[config.mk]
export PLATFORM = sky130hd
export DESIGN_NAME = led_bank_sequencer
export DESIGN_NICKNAME = d
export VERILOG_FILES = /design/src/rtl/led_seq_pkg.sv /design/src/rtl/led_seq_tick.sv /design/src/rtl/led_bank_sequencer.sv
export SDC_FILE = /design/constraint.sdc
export NUM_CORES = 1
export LEC_CHECK = 0
export ABC_AREA = 0
export BUFFER_PORTS_ARGS = -buffer_cell sky130_fd_sc_hd__buf_4
export CAP_MARGIN = 20
export CORE_MARGIN = 3
export CORE_UTILIZATION = 60
export CTS_CLUSTER_SIZE = 20
export DETAILED_ROUTE_END_ITERATION = 8
export PLACE_DENSITY_LB_ADDON = 0.25
export REMOVE_ABC_BUFFERS = 1
export SLEW_MARGIN = 0
export SYNTH_ARGS = -nofsm -noshare
export SYNTH_HDL_FRONTEND = slang
export SYNTH_SLANG_ARGS = --single-unit
[constraint.sdc]
create_clock -name clk -period 8.1 [get_ports clk]
set_clock_uncertainty 0.2 [all_clocks]
set_input_delay 1.62 -clock clk [delete_from_list [all_inputs] [get_ports clk]]
set_output_delay 1.62 -clock clk [all_outputs]
set_load 0.005 [all_outputs]
[src/rtl/led_seq_pkg.sv]
// rtl/led_seq_pkg.sv - shared mode/state types, LED count and cfg field positions for the LED bank sequencer
package led_seq_pkg;

  localparam int NUM_LEDS = 24;

  localparam int CFG_MODE_LSB   = 0;
  localparam int CFG_MODE_W     = 2;
  localparam int CFG_BRIGHT_LSB = 2;
  localparam int CFG_BRIGHT_W   = 2;
  localparam int CFG_SPEED_LSB  = 4;
  localparam int CFG_SPEED_W    = 4;

  typedef enum logic [1:0] {
    MODE_OFF    = 2'd0,
    MODE_STATIC = 2'd1,
    MODE_CHASE  = 2'd2,
    MODE_BOUNCE = 2'd3
  } mode_e;

  typedef enum logic [2:0] {
    ST_OFF     = 3'd0,
    ST_STATIC  = 3'd1,
    ST_CHASE   = 3'd2,
    ST_BOUNCE  = 3'd3,
    ST_RESTART = 3'd4
  } state_e;

  // RESTART reports mode 0 so led[6:5] shows it as inactive
  function automatic mode_e state_mode(input state_e s);
    case (s)
      ST_STATIC: return MODE_STATIC;
      ST_CHASE:  return MODE_CHASE;
      ST_BOUNCE: return MODE_BOUNCE;
      default:   return MODE_OFF;
    endcase
  endfunction

  function automatic state_e mode_state(input mode_e m);
    case (m)
      MODE_STATIC: return ST_STATIC;
      MODE_CHASE:  return ST_CHASE;
      MODE_BOUNCE: return ST_BOUNCE;
      default:     return ST_OFF;
    endcase
  endfunction

endpackage

[src/rtl/led_seq_tick.sv]
// rtl/led_seq_tick.sv - prescaler plus speed-scaled step counter; step pulses every (speed+1)*2^DIV_W cycles
module led_seq_tick #(
  parameter int DIV_W = 20
) (
  input  logic       clk,
  input  logic       rst_n,
  input  logic       clr,
  input  logic [3:0] speed,
  output logic       step
);

  logic [DIV_W-1:0] presc;
  logic [3:0]       step_cnt;
  logic             base_tick;

  assign base_tick = &presc;
  // >= lets a speed decrease mid-count step on the very next base tick
  assign step      = base_tick && !clr && (step_cnt >= speed);

  always_ff @(posedge clk or negedge rst_n) begin
    if (!rst_n) begin
      presc    <= '0;
      step_cnt <= '0;
    end else if (clr) begin
      presc    <= '0;
      step_cnt <= '0;
    end else begin
      presc <= presc + 1'b1;
      if (base_tick) begin
        step_cnt <= (step_cnt >= speed) ? '0 : step_cnt + 1'b1;
      end
    end
  end

endmodule

[src/rtl/led_bank_sequencer.sv]
// rtl/led_bank_sequencer.sv - LED bank pattern sequencer top; define LED_SEQ_DEBOUNCE_EN to debounce dsw2 before it reaches cfg
module led_bank_sequencer
  import led_seq_pkg::*;
#(
  parameter int DIV_W = 20
`ifdef LED_SEQ_DEBOUNCE_EN
  , parameter int DB_W = 16
`endif
) (
  input  logic       clk,
  input  logic       rst_n,
  input  logic [7:0] dsw0,
  input  logic [7:0] dsw1,
  input  logic [7:0] dsw2,
  output logic [7:0] lb0,
  output logic [7:0] lb1,
  output logic [7:0] lb2,
  output logic [7:0] led
);

  localparam logic [4:0] POS_MAX = 5'(NUM_LEDS - 1);

  logic [7:0] dsw0_m, dsw1_m, dsw2_m;
  logic [7:0] dsw0s, dsw1s, dsw2s;
  logic [7:0] cfg;

  always_ff @(posedge clk or negedge rst_n) begin
    if (!rst_n) begin
      dsw0_m <= '0;
      dsw1_m <= '0;
      dsw2_m <= '0;
      dsw0s  <= '0;
      dsw1s  <= '0;
      dsw2s  <= '0;
    end else begin
      dsw0_m <= dsw0;
      dsw1_m <= dsw1;
      dsw2_m <= dsw2;
      dsw0s  <= dsw0_m;
      dsw1s  <= dsw1_m;
      dsw2s  <= dsw2_m;
    end
  end

`ifdef LED_SEQ_DEBOUNCE_EN
  logic [DB_W-1:0] db_cnt;
  logic [7:0]      db_last;

  // any change in the synced config restarts the hold count
  always_ff @(posedge clk or negedge rst_n) begin
    if (!rst_n) begin
      db_cnt  <= '0;
      db_last <= '0;
      cfg     <= '0;
    end else begin
      db_last <= dsw2s;
      if (dsw2s != db_last) begin
        db_cnt <= '0;
      end else if (db_cnt == '1) begin
        cfg <= dsw2s;
      end else begin
        db_cnt <= db_cnt + 1'b1;
      end
    end
  end
`else
  assign cfg = dsw2s;
`endif

  mode_e      cfg_mode;
  logic [1:0] bright;
  logic [3:0] speed;

  assign cfg_mode = mode_e'(cfg[CFG_MODE_LSB +: CFG_MODE_W]);
  assign bright   = cfg[CFG_BRIGHT_LSB +: CFG_BRIGHT_W];
  assign speed    = cfg[CFG_SPEED_LSB +: CFG_SPEED_W];

  state_e     state, state_d;
  logic [4:0] pos, pos_d;
  logic       dir_dn, dir_dn_d;
  logic       hb, hb_d;
  logic       step;

  led_seq_tick #(.DIV_W(DIV_W)) u_tick (
    .clk   (clk),
    .rst_n (rst_n),
    .clr   (state == ST_RESTART),
    .speed (speed),
    .step  (step)
  );

  always_comb begin
    state_d  = state;
    pos_d    = pos;
    dir_dn_d = dir_dn;
    hb_d     = hb;
    if (state == ST_RESTART) begin
      state_d  = mode_state(cfg_mode);
      pos_d    = '0;
      dir_dn_d = 1'b0;
    end else if (state_mode(state) != cfg_mode) begin
      // a mode change outranks a coincident step
      state_d  = ST_RESTART;
      pos_d    = '0;
      dir_dn_d = 1'b0;
    end else if (step) begin
      hb_d = ~hb;
      case (state)
        ST_CHASE: pos_d = (pos == POS_MAX) ? '0 : pos + 1'b1;
        ST_BOUNCE: begin
          if (!dir_dn) begin
            if (pos == POS_MAX) begin
              dir_dn_d = 1'b1;
              pos_d    = pos - 1'b1;
            end else begin
              pos_d = pos + 1'b1;
            end
          end else begin
            if (pos == '0) begin
              dir_dn_d = 1'b0;
              pos_d    = pos + 1'b1;
            end else begin
              pos_d = pos - 1'b1;
            end
          end
        end
        default: ;
      endcase
    end
  end

  logic [NUM_LEDS-1:0] pattern_d;

  always_comb begin
    pattern_d = '0;
    case (state_d)
      ST_STATIC:           pattern_d = '1;
      ST_CHASE, ST_BOUNCE: pattern_d = {{(NUM_LEDS-1){1'b0}}, 1'b1} << pos_d;
      default: ;
    endcase
  end

  logic [7:0] pwm_cnt;
  logic       pwm_on;

  assign pwm_on = (pwm_cnt[7:6] <= bright);

  // outputs register the next-state view so a mode change shows one cycle after RESTART
  always_ff @(posedge clk or negedge rst_n) begin
    if (!rst_n) begin
      state   <= ST_OFF;
      pos     <= '0;
      dir_dn  <= 1'b0;
      hb      <= 1'b0;
      pwm_cnt <= '0;
      lb0     <= '0;
      lb1     <= '0;
      lb2     <= '0;
      led     <= '0;
    end else begin
      state   <= state_d;
      pos     <= pos_d;
      dir_dn  <= dir_dn_d;
      hb      <= hb_d;
      pwm_cnt <= pwm_cnt + 1'b1;
      lb0     <= pattern_d[7:0]   & dsw0s & {8{pwm_on}};
      lb1     <= pattern_d[15:8]  & dsw1s & {8{pwm_on}};
      lb2     <= pattern_d[23:16] & {8{pwm_on}};
      led     <= {hb_d, state_mode(state_d), pos_d};
    end
  end

endmodule

==> impl_results.md <==
* DRC violations left at 0
* Synth Area in Simple Gates at 18.7%
* Fillers at 509
* Clk slew on worst S/H paths at 0.06 ns
* CP Max Fanout at 16
* Startpoint class of the critical path: flip-flop
* # setup viols final at 0
* Setup_tns at 0 ns
* Mux share of post-synthesis cell area at 0.485%
* Peak supply drop at 0.000190 V
* Min-Delay Path Class: reg -> reg
* CTS Buf Count at 17
* Synth Register Bits at 116
* # hold bufs at CTS at 0
* Post-CTS sizing at 0
* Layout cells sized above 1 at 22.7%
* 1st-iter DRT viols at 249
* Synth unique cells at 63
* Delay-heaviest family, CP: flip-flops
* Crit-path cells: buf_4
* Die height at 96.4 um
* Clock sinks at 116
* Deepest clock path buffer count at 2
* Crit path buffers/inverters at 1
* Total I/O pin count at 58
* Die ar. at 9290 um2
* Setup bufs post-CTS at 0
* Leakage power at 2.74 nW
* Congestion Overflow GR at 0
* Most common cell after layout, fill and taps aside: dfrtp_1
* DRT Pass-1 Iters at 8
* Clk Latency, worst-skew pair at 0.51 ns
* Final Core Density at 75.7%
* Initial core utilization at 62.5%
* Most frequent cells in the layout: dfrtp_1 (116), buf_4 (60), nand2_1 (40)
* Dpl hpwl at 6.17 mm
* Global-route wire length before repair at 16.0 mm
* Post-synthesis adder-cell area fraction at 2.81%
* Max cap viols at 0
* Worst path slowest cell: dfrtp_1
* Routed WL at 9.50 mm
* Max-Slew Margin vs Limit at 33.5%
* Final period util at 39.5%
* Number of synthesized flops with an enable pin at 0
* Async S/R FF share, synth at 100%
* CTS tree: done
* Power per cell area at 276 nW/um2
* Cells after Synth at 436
* Row cnt at 32
* Vias/cell at 5.65
* Root Driver: clkbuf_8
* Die Wd at 96.4 um
* Vias in the first global route at 3414
* Final ANT Viol Nets at 0
* CP required at 6.28 ns
* Final Hold Viols at 0
* Crit end category: output port
* Max-slew violation count at 0
* Register area share after synthesis at 59.2%
* RSZ-0062 raised after global routing: false
* GRT Overall Usage at 22.7%
* Synth-to-layout area growth at 21.2%
* Min cycle time layout at 3.20 ns
* RePlAce Congestion at 0.923
* Setup Crit Path Kind: reg -> out
* Worst endpoint data arrival time at 1.38 ns
* Antenna diode count at 0
* Yosys warns at 0
* Slew of the pin with the lowest slew margin at 0.997 ns
* Post-synthesis compound-gate area fraction at 9.47%
* DR WL/cell at 15.6 um
* Final nets at 530
* H-tree depth at 4
* Vias at 3436
* IO Port Bufs at 57
* Mapped Avg Cell Area at 11.2 um2
* Crit path largest cell delay at 0.66 ns
* Post-Syn Area at 4900 um2
* Largest family of logic cells by synthesized area: simple AND/OR/NAND/NOR gates
* XOR/XNOR Fraction of Synth Area at 4.83%
* Status: complete, no violations
* Largest net degree at the start of global routing at 84
* Area of the core at 7850 um2
* Antenna violations before repair at 0
* Synth Flop Type: dfrtp_1
* Max Freq at 0.313 GHz
==> logic make-up (layout without fill, tap and decap cells) <==
| logic type | Yosys count | after routing |
|---|---|---|
| AO/OA/AOI/OAI | 72 | 72 |
| XOR/XNOR | 27 | 27 |
| adder cells (fa/ha/maj) | 11 | 11 |
| buffers and inverters | 46 | 116 |
| flip-flops | 116 | 116 |
| multiplexers | 2 | 2 |
| AND/OR/NAND/NOR | 162 | 162 |
==> metal layers <==
| layer | routed length [um] | up-vias | GRT usage (%) |
|---|---|---|---|
| li1 | - | 1634 | - |
| met1 | 4010 | 1673 | 29.7 |
| met2 | 4840 | 120 | 35.9 |
| met3 | 541 | 9 | 6.74 |
| met4 | 106 | 0 | 8.88 |
| met5 | 0 | - | 0 |
==> cell type report <==
type / instances / area (um2) / area share, %
Tap cell: 102 / 128 / 2.15
Timing Repair Buffer: 60 / 450 / 7.59
Sequential cell: 116 / 2900 / 48.9
Clock inverter: 15 / 164 / 2.76
Multi-Input combinational cell: 274 / 1780 / 29.9
Clock buffer: 17 / 414 / 6.97
Inverter: 24 / 103 / 1.73
==> through the flow <==
stage | power [mW] | std cells | cell area [um2] | setup WS, ns | hold slack (ns)
CTS | 1.65 | 608 | 5940 | 4.90 | 0.144
floorplan | 0.807 | 414 | 4780 | 5.51 | 0.131
detailed placement | 0.931 | 576 | 5360 | 4.88 | 0.135
global route | 1.71 | 608 | 5940 | 4.82 | 0.149
global placement | 0.924 | 576 | 5360 | 4.94 | 0.131
finish | 1.64 | 608 | 5940 | 4.90 | 0.141
==> state kept, by name, indices dropped and copies added (netlist names) <==
name and flops:
cfg 8, dsw2_m 8, lb2 8, dsw0_m 8, u_tick.presc 20, lb0 8
dsw1_m 8, u_tick.step_cnt 4, hb 1, dsw0s 8, led 3, state 3
pwm_cnt 8, lb1 8, pos 4, dsw1s 8, dir_dn 1
==> worst paths after layout <==
kind | slack (ns) | to | cells past startpoint | from
setup / recovery | 4.90 | led[2] | 1 | pos[2]
hold / removal | 0.14 | cfg[5] | 0 | dsw2_m[5]
setup reg to reg | 5.02 | lb0[2] | 9 | u_tick.step_cnt[0]
hold reg to reg | 0.14 | cfg[5] | 0 | dsw2_m[5]
max in group asynchronous | 5.50 | u_tick.presc[7] | 2 | rst_n
min in group asynchronous | 0.84 | lb2[7] | 1 | rst_n
==> power by group <==
group	leakage (nW)	internal [mW]	switching [mW]
registers	1.48	0.641	0.0435
clock network	0.275	0.421	0.293
logic	0.989	0.104	0.135
==> cell usage after synthesis, drive strengths merged, types with 2 or more instances <==
library cell    n  area, um2
dfrtp         116       2900
nand2          40        150
nor2           32        123
a21oi          30        158
nand4          25        171
inv            23       86.3
o21ai          18       90.1
xor2           18        158
nand3          16       97.6
clkbuf         14       52.6
ha             11        138
nor3            9       65.1
xnor2           9       78.8
buf             8       66.3
nor2b           6       37.5
o21a            5       38.8
or3             5       31.3
a31oi           4       25.0
and3            4       25.0
and2            3       18.8
nand3b          3       22.5
nor3b           3       27.5
nor4            3       18.8
o211ai          3       22.5
and4b           2       20.0
mux2i           2       23.8
nand2b          2       20.0
or2             2       12.5
(Power assumes the default switching activity.)
